$ cat config.mk
export PLATFORM = sky130hd
export DESIGN_NAME = lp_serializer_feeder
export DESIGN_NICKNAME = d
export VERILOG_FILES = /design/src/rtl/lp_serializer_feeder.sv
export SDC_FILE = /design/constraint.sdc
export NUM_CORES = 1
export LEC_CHECK = 0
export ABC_AREA = 1
export CORE_MARGIN = 3
export CORE_UTILIZATION = 51
export CTS_CLUSTER_SIZE = 8
export DETAILED_ROUTE_END_ITERATION = 7
export PLACE_DENSITY = 0.82
export RECOVER_POWER = 25
export SYNTH_ARGS = -nofsm -noshare
export SYNTH_HDL_FRONTEND = slang
export SYNTH_SLANG_ARGS = --single-unit
$ cat constraint.sdc
create_clock -name CLK -period 1.8 [get_ports CLK]
set_input_delay 0.18 -clock CLK [delete_from_list [all_inputs] [get_ports CLK]]
set_output_delay 0.18 -clock CLK [all_outputs]
set_load 0.005 [all_outputs]
$ cat src/rtl/lp_serializer_feeder.sv
// Byte-pair packer feeding the 16:1 low-power tree serializer: small byte FIFO, one word per
// 16-cycle slot. Optional macro LP_FEEDER_PRBS_IDLE_EN replaces constant idle words with PRBS-15.
module lp_serializer_feeder #(
  parameter int unsigned       FIFO_DEPTH = 8,
  parameter int unsigned       WORD_W     = 16,
  parameter logic [WORD_W-1:0] IDLE_WORD  = 16'hBC50
) (
  input  logic                        CLK,
  input  logic                        RESET_N,
  input  logic                        EN,
  input  logic [7:0]                  IN_DATA,
  input  logic                        IN_VALID,
  output logic                        IN_READY,
  output logic [WORD_W-1:0]           PAR_OUT,
  output logic                        WORD_STROBE,
  output logic                        WORD_IS_IDLE,
  output logic [$clog2(FIFO_DEPTH):0] FIFO_LEVEL
);

  localparam int unsigned     PtrW  = $clog2(FIFO_DEPTH);
  localparam int unsigned     LvlW  = PtrW + 1;
  localparam logic [LvlW-1:0] Depth = LvlW'(FIFO_DEPTH);

  logic [7:0]        mem_q [FIFO_DEPTH];
  logic [PtrW-1:0]   wr_ptr_q, rd_ptr_q, rd_ptr_nxt;
  logic [LvlW-1:0]   level_q, level_d;
  logic [3:0]        slot_q;
  logic [WORD_W-1:0] par_q, par_d, idle_word;
  logic              idle_q, idle_d, strobe_q;
  logic              boundary, push, pop;

  assign boundary   = (slot_q == 4'd15);
  assign IN_READY   = RESET_N && (level_q < Depth);
  assign push       = IN_VALID && IN_READY;
  // Eligibility uses the registered level, so a byte pushed on the boundary edge waits a word.
  assign pop        = boundary && EN && (level_q >= LvlW'(2));
  assign rd_ptr_nxt = rd_ptr_q + PtrW'(1);

  always_comb begin
    level_d = level_q;
    if (push) level_d = level_d + LvlW'(1);
    if (pop)  level_d = level_d - LvlW'(2);
  end

  always_comb begin
    par_d  = par_q;
    idle_d = idle_q;
    if (boundary) begin
      if (pop) begin
        par_d  = {mem_q[rd_ptr_nxt], mem_q[rd_ptr_q]};
        idle_d = 1'b0;
      end else begin
        par_d  = idle_word;
        idle_d = 1'b1;
      end
    end
  end

`ifdef LP_FEEDER_PRBS_IDLE_EN
  logic [14:0] lfsr_q, lfsr_d;

  // x^15 + x^14 + 1, sixteen steps per idle word; bit 0 is the first step's output.
  always_comb begin
    lfsr_d    = lfsr_q;
    idle_word = '0;
    for (int i = 0; i < 16; i++) begin
      idle_word[i] = lfsr_d[14] ^ lfsr_d[13];
      lfsr_d       = {lfsr_d[13:0], idle_word[i]};
    end
  end

  always_ff @(posedge CLK or negedge RESET_N) begin
    if (!RESET_N) begin
      lfsr_q <= 15'h7FFF;
    end else if (boundary && !pop) begin
      lfsr_q <= lfsr_d;
    end
  end
`else
  assign idle_word = IDLE_WORD;
`endif

  always_ff @(posedge CLK or negedge RESET_N) begin
    if (!RESET_N) begin
      slot_q   <= 4'd0;
      wr_ptr_q <= '0;
      rd_ptr_q <= '0;
      level_q  <= '0;
      par_q    <= IDLE_WORD;
      idle_q   <= 1'b1;
      strobe_q <= 1'b0;
    end else begin
      slot_q   <= slot_q + 4'd1;
      strobe_q <= boundary;
      if (push) wr_ptr_q <= wr_ptr_q + PtrW'(1);
      if (pop)  rd_ptr_q <= rd_ptr_q + PtrW'(2);
      level_q  <= level_d;
      par_q    <= par_d;
      idle_q   <= idle_d;
    end
  end

  // Storage needs no reset: pointers and level define what is valid.
  always_ff @(posedge CLK) begin
    if (push) mem_q[wr_ptr_q] <= IN_DATA;
  end

  assign PAR_OUT      = par_q;
  assign WORD_STROBE  = strobe_q;
  assign WORD_IS_IDLE = idle_q;
  assign FIFO_LEVEL   = level_q;

endmodule

# Word-level counts from Yosys, hierarchy flattened
# Memory sizes are Yosys's and may differ from the RTL's.
# Index checks and enable logic that the tools add are counted.
# W data, S select, Z words.
[totals]
regBits = 32
latch_bits = 0
ramBits = 64
romBits = 0
in_bits = 12
out_inout_bits = 23
word_cells = 27
n_memories = 1
[op_classes]
addsub = 6
multipliers = 0
div_mod_pow = 0
n_lt_le_gt_ge = 2
eq_ne = 1
shift = 0
muxes = 6
n_bitwise = 0
reduce_logical = 4
[memory_table]
columns = ["name", "words", "word_bits", "read_ports", "rd_clocked_by_memory_dff", "wr", "line", "rtl"]
rows = [
  ["mem_q", 8, 8, 2, 0, 1, "24", "logic [7:0] mem_q [FIFO_DEPTH];"],
]
[op_table]
columns = ["cell", "count"]
rows = [
  ["$mux W16", 1],
  ["$add A4 B1 Y4 const B", 2],
  ["$mux W4", 2],
  ["$add A3 B1 Y3 const B", 2],
  ["$eq A4 B4 Y1 const B", 1],
  ["$ge A4 B2 Y1 const B", 1],
  ["$logic_and A1 B1 Y1", 4],
  ["$lt A4 B4 Y1 const B", 1],
  ["$sub A4 B2 Y4 const B", 1],
  ["$add A3 B2 Y3 const B", 1],
  ["$mux W1", 3],
]

# Depth between registers and ports, before layout
# Gate-level depths: netlist (run 1).
[logic_depth]
ltp_word = 6
ltp_mapped = 9
mapped_depth_nobuf = 9

# Worst setup path after synthesis (run 1)
# OpenSTA, ideal clock, no wires.
[synth_path]
path_type = "reg-to-reg"
startpoint = "register level_q[3], in the netlist FIFO_LEVEL[3]"
endpoint = "memory mem_q[4][0], enable pin"
setup_ns = 0.370
arrival_time_ns = 1.314
required_time_ns = 1.430
slack_ns = 0.115
stages_incl_launch_ff = 5
n_path_buf = 0
period_less_slack_ns = 1.685
cell_sequence = "dfrtp_1 > inv_1 > nand3_2 > or2_2 > nor2_1"
[synth_via]
elab_chain_cells = 5
[synth_rtl]
columns = ["item", "line", "rtl"]
rows = [
  ["start, declared", "26", "logic [LvlW-1:0] level_q, level_d;"],
  ["start signal, assigned", "97", "level_q <= level_d;"],
  ["$lt A4 B4 Y1", "33", "assign IN_READY = RESET_N && (level_q < Depth);"],
  ["$logic_and A1 B1 Y1", "33", ""],
  ["$logic_and A1 B1 Y1", "34", "assign push = IN_VALID && IN_READY;"],
  ["$mux W1", "105", "if (push) mem_q[wr_ptr_q] <= IN_DATA;"],
  ["$mux W1 (not written as such)", "105", ""],
  ["end, declared", "24", ""],
]
# No other way between the ends.

# Final worst setup path (run 1)
[layout_path]
startpoint = "input RESET_N"
endpoint = "output IN_READY"
[layout_via]
elab_chain_cells = 1
[layout_rtl]
columns = ["item", "line", "rtl"]
rows = [
  ["start, declared", "9", "input logic RESET_N,"],
  ["$logic_and A1 B1 Y1", "33", ""],
  ["end, declared", "13", "output logic IN_READY,"],
]
# No other way between the ends.

==> key figures, run 1 <==
STA
  • Tightest Pin Transition: 0.386 ns
  • RSZ-0062 raised after global routing: false
  • Slew Viols, Final: 0
  • Min Clock Period, post-route: 1.66 ns
  • WHS: ~0.44 ns
  • Setup ws final: 0.138 ns
  • Worst Clk Skew: 0.00849 ns
  • Rel. slew slack: 74.0%
  • Final period util: between 90% and 100%
  • Final Hold Vio Count: 0
  • F_max: between 0.6 and 0.7 GHz
  • Final setup viols: 0

Clock network
  • CTS Buf Count: 9
  • Cts repair resizes: 0
  • Htree depth: 3
  • CTS Buffer Depth: 2
  • Worst skew pair latency: 0.36 ns
  • Total clock sinks: 95
  • Post-CTS setup buffers: 0
  • CTS Hold Bufs: 0
  • CTS clk-pin slew, worst paths: 0.09 ns
  • Root Driver: clkbuf_8
  • CTS tree: yes

Setup path
  • Crit path cell chain: clkdlybuf4s50_1 -> buf_4 -> inv_1 -> nor2_1 -> clkdlybuf4s50_1
  • Worst endpoint required time: about 1.6 ns
  • Peak per-stage delay on the critical path: 0.55 ns
  • Most common cell on crit path: clkdlybuf4s50_1
  • Critical path class: in -> out
  • Crit path max fanout: 2
  • Slowest CP cell: clkdlybuf4s50_1
  • Crit start category: primary input
  • CP endpoint kind: output pin
  • Crit path buf inv count: 4
  • Critical path arrival: 1.48 ns
  • Critical path's top delay family: buffers and inverters

Place
  • Placed insts: ~450
  • IO Port Bufs: 34
  • Detail Placement HPWL: ~5000 um
  • RePlAce Congestion: 0.805
  • Pre-CTS setup slack: -0.0137 ns

Cells and area
  • ANT cells: 0
  • Nets: 377
  • Final Non-Filler Cells: 465
  • Fill count: 563
  • Synthesis-to-layout area growth: 16.7%
  • Commonest non-fill, non-tap cell in the layout: nand2_1
  • Total area of sequential cells: between 2000 and 3000 um2
  • Area of the multi-input gates: 951 um2
  • Commonest non-fill, non-tap cells in the layout: nand2_1, edfxtp_1, nor2_1, clkdlybuf4s50_1, dfrtp_1
  • Fraction of layout cells with a size suffix above 1: 13.7%

Logic synthesis
  • Cells after synthesis: between 300 and 400
  • Main combinational cell family by area after synthesis: simple AND/OR/NAND/NOR gates
  • Synthesis Warnings: 0
  • Netlist cell types: 28
  • #FFs+latches synth: 95
  • Avg Synthesized Cell Area: 12.3 um2
  • Mapped Area: 3840 um2
  • Yosys top cell by area: edfxtp_1
  • Syn nets: 329
  • Top cell type's share of synthesized area: 50.0%
  • Post-Synth XOR/XNOR Area: 1.82%
  • Post-synthesis mux area share: 0%
  • Complex-gate fraction of the synthesized area: ~6%
  • Area contributors post-synth: edfxtp_1, dfrtp_1, nand2_1
  • Adder-cell area share of the yosys netlist: 1.30%
  • Synth Area in Simple Gates: 15.7%
  • Register area share after synthesis: 70.5%

Power
  • Leakage: 1.79 nW
  • Max IR drop VDD: 586 uV
  • Final Total Pwr: 0.00579 W
  • Pwr/cell area: approximately 1300 nW/um2

Detailed routing
  • TritonRoute pass-1 iters: 5
  • Antenna-violating nets left: 0
  • DR iter-0 viols: 190
  • Detailed Route WL: 7260 um
  • Routed len/inst: 15.6 um
  • Total number of vias: 2412
  • Drt via density: 5.19
  • DR DRC count: 0

Run status
  • Outcome: finished, final reports clean

Floorplanning
  • Die Area: between 8000 and 9000 um2
  • Initial Util: 52.7%
  • Die height: 92.8 um
  • Die Wd: 92.8 um
  • Cell Rows: 31
  • Core area: ~7300 um2
  • # IOs: 35

Global route
  • Grt ovf: 0
  • Met2 usage: ~29%
  • Total track usage: 17.9%
  • Initial antenna violation count: 0
  • Vias in the first global route: around 2400
  • Largest net degree at the start of global routing: 35
  • First-pass GRT wire length: 11600 um
  • Met3 usage: 5.85%
  • GR peak layer: met2
  • GR Layer Usage met1: roughly 23%

Hold path
  • Worst hold path class: in -> async

Job
  • MaxCap Viol Count: 0
report_power, final:
group / internal, W / switching [W]
combinational: 0.000708 / 0.000948
sequential: 0.00262 / 0.000201
clock: 0.000531 / 0.000775
total: 0.00386 / 0.00192
layout make-up:
type	instances	area share [%]
Sequential cell	95	60.4
Tap cell	99	2.76
Inverter	14	1.39
Clock inverter	7	1.42
Multi-Input combinational cell	192	21.2
Clock buffer	9	2.76
Timing Repair Buffer	49	10.1
logic make-up (layout without fill, tap and decap cells):
group	after synthesis	count (layout)
and+or+nand+nor	140	140
buffers and inverters	26	79
adders and majority gates	4	4
AOI/OAI and AO/OA	40	40
DFF	95	95
xor gates and xnor gates	8	8
registers in the layout (all words and copies together) (netlist names):
signal / cells
mem_q: 64
PAR_OUT: 16
FIFO_LEVEL: 4
slot_q: 4
wr_ptr_q: 3
rd_ptr_q: 2
WORD_IS_IDLE: 1
WORD_STROBE: 1
layer usage:
layer  wire (um)  part of all wire (%)
met2        3570                    49
met4         150                   2.1
met5           0                     0
met3         534                   7.4
met1        3000                    41
through the flow:
stage	cell area, um2	TNS [ns]	utilization, %
after floorplan	3840	0	-
after global placement	4300	0	58.9
after detailed placement	4300	-0.117	58.9
after CTS	4490	0	61.5
after global routing	4490	0	61.5
final	4490	0	61.5
cell usage after synthesis:
master and n:
clkinv_4 1, nand2_4 1, xor2_1 4, nor2_8 1, o21ai_0 21, buf_2 1
buf_4 3, nand2_1 77, nor2_2 1, inv_2 1, nand2_2 2, a2bb2oi_1 7
nor2_1 37, xnor2_1 4, dfstp_2 8, dfrtp_1 23, buf_6 7, ha_1 4
buf_8 1, nand3_4 1, o21a_1 1, edfxtp_1 64, nand3_1 18, nand3_2 1
inv_4 2, or2_2 1, o21ai_1 11, inv_1 10
worst paths after layout:
kind	startpoint	slack (ns)	cells past startpoint	end
worst max-delay path	RESET_N	0.14	5	IN_READY
worst min-delay path	RESET_N	0.44	3	slot_q[2]$_DFF_PN0_
worst max register to register	FIFO_LEVEL[3]$_DFF_PN0_	0.24	5	mem_q[2][5]$_DFFE_PP_
worst min register to register	slot_q[0]$_DFF_PN0_	0.46	1	slot_q[0]$_DFF_PN0_
max in group asynchronous	RESET_N	1.04	3	PAR_OUT[11]$_DFFE_PN1N_
min in group CLK	slot_q[0]$_DFF_PN0_	0.46	1	slot_q[0]$_DFF_PN0_
worst min-delay path: cells and delay by family:
family	cells	cell delay, ns
buf+inv	3	1.05
(Power assumes the default switching activity.)
==> run 2: changes to the inputs <==
--- a/config.mk
+++ b/config.mk
@@ -6,8 +6,10 @@
 export NUM_CORES = 1
 export LEC_CHECK = 0
 export ABC_AREA = 1
+export CELL_PAD_IN_SITES_DETAIL_PLACEMENT = 1
+export CELL_PAD_IN_SITES_GLOBAL_PLACEMENT = 2
 export CORE_MARGIN = 3
-export CORE_UTILIZATION = 51
+export CORE_UTILIZATION = 35
 export CTS_CLUSTER_SIZE = 8
 export DETAILED_ROUTE_END_ITERATION = 7
 export PLACE_DENSITY = 0.82
==> key figures, run 2 (same netlist as run 1, synthesis figures left out) <==
STA
  • F_max: 0.601 GHz (was 0.602 GHz)
  • RSZ-0062 raised after global routing: false (unchanged)
  • Tightest Pin Transition: 0.759 ns (was 0.386 ns)
  • Setup TNS: 0 ns (unchanged)
  • Min Clock Period, post-route: 1.67 ns (was 1.66 ns)
  • Final period util: 92.5% (was 92.3%)
  • Final Hold Vio Count: 0 (unchanged)
  • Final setup viols: 0 (unchanged)
  • Worst Clk Skew: 0.0106 ns (was 0.00849 ns)
  • Slew Viols, Final: 0 (unchanged)
  • Rel. slew slack: 49.4% (was 74.0%)

Floorplanning
  • Die Wd: 111 um (was 92.8 um)
  • Core area: 10500 um2 (was 7290 um2)
  • # IOs: 35 (unchanged)
  • Die height: 111 um (was 92.8 um)
  • Initial Util: 36.6% (was 52.7%)
  • Die Area: 12300 um2 (was 8610 um2)
  • Cell Rows: 37 (was 31)

Place
  • IO Port Bufs: 34 (unchanged)
  • Detail Placement HPWL: 5650 um (was 4950 um)
  • Placed insts: 484 (was 449)
  • Area after DPL: 4340 um2 (was 4300 um2)
  • RePlAce Congestion: 0.735 (was 0.805)

Setup path
  • Cells on worst reg2reg path: 5 (unchanged)
  • Reg-to-reg startpoint: FIFO_LEVEL[3]$_DFF_PN0_ (unchanged)
  • Crit path max fanout: 2 (unchanged)
  • Critical path class: in -> out (unchanged)
  • Worst endpoint required time: 1.62 ns (about the same)
  • Critical path arrival: 1.49 ns (was 1.48 ns)
  • Flop2flop setup slack: 0.21 ns (was 0.24 ns)
  • R2r endpoint: mem_q[4][7]$_DFFE_PP_ (was mem_q[2][5]$_DFFE_PP_)
  • Crit start category: primary input (unchanged)
  • CP endpoint kind: output pin (unchanged)

Cells and area
  • Fraction of layout cells with a size suffix above 1: 13.2% (was 13.7%)
  • Fill count: 1106 (was 563)
  • ANT cells: 0 (unchanged)
  • Max reg flops: 64 (unchanged)
  • Synthesis-to-layout area growth: 19.2% (was 16.7%)
  • Final Non-Filler Cells: 500 (was 465)
  • Fin area: 4580 um2 (was 4490 um2)
  • Commonest non-fill, non-tap cells in the layout: nand2_1, edfxtp_1, nor2_1, clkdlybuf4s50_1, dfrtp_1 (unchanged)
  • Commonest non-fill, non-tap cell in the layout: nand2_1 (unchanged)
  • Final Util: 43.6% (was 61.5%)
  • Nets: 375 (was 377)
  • Biggest register: mem_q (unchanged)

Detailed routing
  • TritonRoute pass-1 iters: 4 (was 5)
  • Detailed Route WL: 8240 um (was 7260 um)
  • Drt via density: 4.82 (was 5.19)
  • Antenna-violating nets left: 0 (unchanged)
  • Total number of vias: 2408 (was 2412)
  • DR iter-0 viols: 81 (was 190)
  • Routed len/inst: 16.5 um (was 15.6 um)
  • DR DRC count: 0 (unchanged)

Clock network
  • Total clock sinks: 95 (unchanged)
  • CTS tree: yes (unchanged)
  • CTS Hold Bufs: 0 (unchanged)
  • CTS Buf Count: 9 (unchanged)
  • CTS Buffer Depth: 2 (unchanged)
  • Worst skew pair latency: 0.35 ns (was 0.36 ns)
  • CTS clk-pin slew, worst paths: 0.09 ns (about the same)
  • Post-CTS setup buffers: 0 (unchanged)
  • Htree depth: 3 (unchanged)
  • Root Driver: clkbuf_8 (unchanged)
  • Cts repair resizes: 0 (unchanged)

Global route
  • Initial antenna violation count: 0 (unchanged)
  • Vias in the first global route: 2588 (was 2404)
  • Largest net degree at the start of global routing: 35 (unchanged)
  • First-pass GRT wire length: 13500 um (was 11600 um)
  • Grt ovf: 0 (unchanged)
  • Total track usage: 13.9% (was 17.9%)

Run status
  • Outcome: finished, final reports clean (unchanged)

Hold path
  • Worst hold path class: reg -> reg (was in -> async)
  • Hold endpoint: slot_q[0]$_DFF_PN0_
  • WHS Path Cells: 1
  • Hold Path Origin: slot_q[0]$_DFF_PN0_

Power
  • Final Total Pwr: 0.00621 W (was 0.00579 W)
  • Pwr/cell area: 1350 nW/um2 (was 1290 nW/um2)
  • Leakage: 1.81 nW (was 1.79 nW)
  • Max IR drop VDD: 463 uV (was 586 uV)

Job
  • MaxCap Viol Count: 0 (unchanged)
run 2: power by group:
part / total [W] / internal [W] / switching (W)
Combinational: 0.00172 / 0.000721 / 0.00100
Clock: 0.00166 / 0.000926 / 0.000733
Sequential: 0.00283 / 0.00262 / 0.000203
run 2: stage by stage:
step | hold slack [ns] | setup WS (ns)
final | 0.461 | 0.135
after global routing | 0.486 | 0.0659
after CTS | 0.361 | 0.188
after detailed placement | 0.454 | 0.0625
after global placement | 0.445 | 0.0905
after floorplan | -0.116 | 0.115
run 2: area by class of cell:
| type | instances | area [um2] | area share (%) |
|---|---|---|---|
| inverters | 14 | 62.6 | 1.37 |
| multi-input cells | 192 | 951 | 20.8 |
| well taps | 136 | 170 | 3.71 |
| repair buffers | 47 | 448 | 9.78 |
| flip-flops and latches | 95 | 2710 | 59.1 |
| clock buffers | 9 | 124 | 2.70 |
| clock inverters | 7 | 119 | 2.59 |
run 2: worst max-delay path by stage:
stage                                  startpoint                    end  slack [ns]  cells after the start
after floorplan           FIFO_LEVEL[3]$_DFF_PN0_  mem_q[4][0]$_DFFE_PP_        0.12                      4
after detailed placement                  RESET_N  mem_q[4][7]$_DFFE_PP_        0.06                      5
final                                     RESET_N               IN_READY        0.13                      5
after global routing                      RESET_N               IN_READY        0.07                      5
after CTS                 PAR_OUT[10]$_DFFE_PN1N_            PAR_OUT[10]        0.19                      1
after global placement                   IN_VALID  mem_q[4][5]$_DFFE_PP_        0.09                      5
run 2: critical path, cell delays in order:
cell             delay [ns]
dlygate4sd3_1          0.56
clkbuf_4               0.14
inv_1                  0.03
nor2_1                 0.07
clkdlybuf4s50_1        0.50
run 2: routing by layer:
layer  GRT usage (%)  part of all wire (%)  up-vias
met3            1.80                   2.1        9
li1                -                     -     1156
met2            23.3                    50       31
met5               0                     0        -
met4            5.09                   1.4        0
met1            18.5                    47     1212
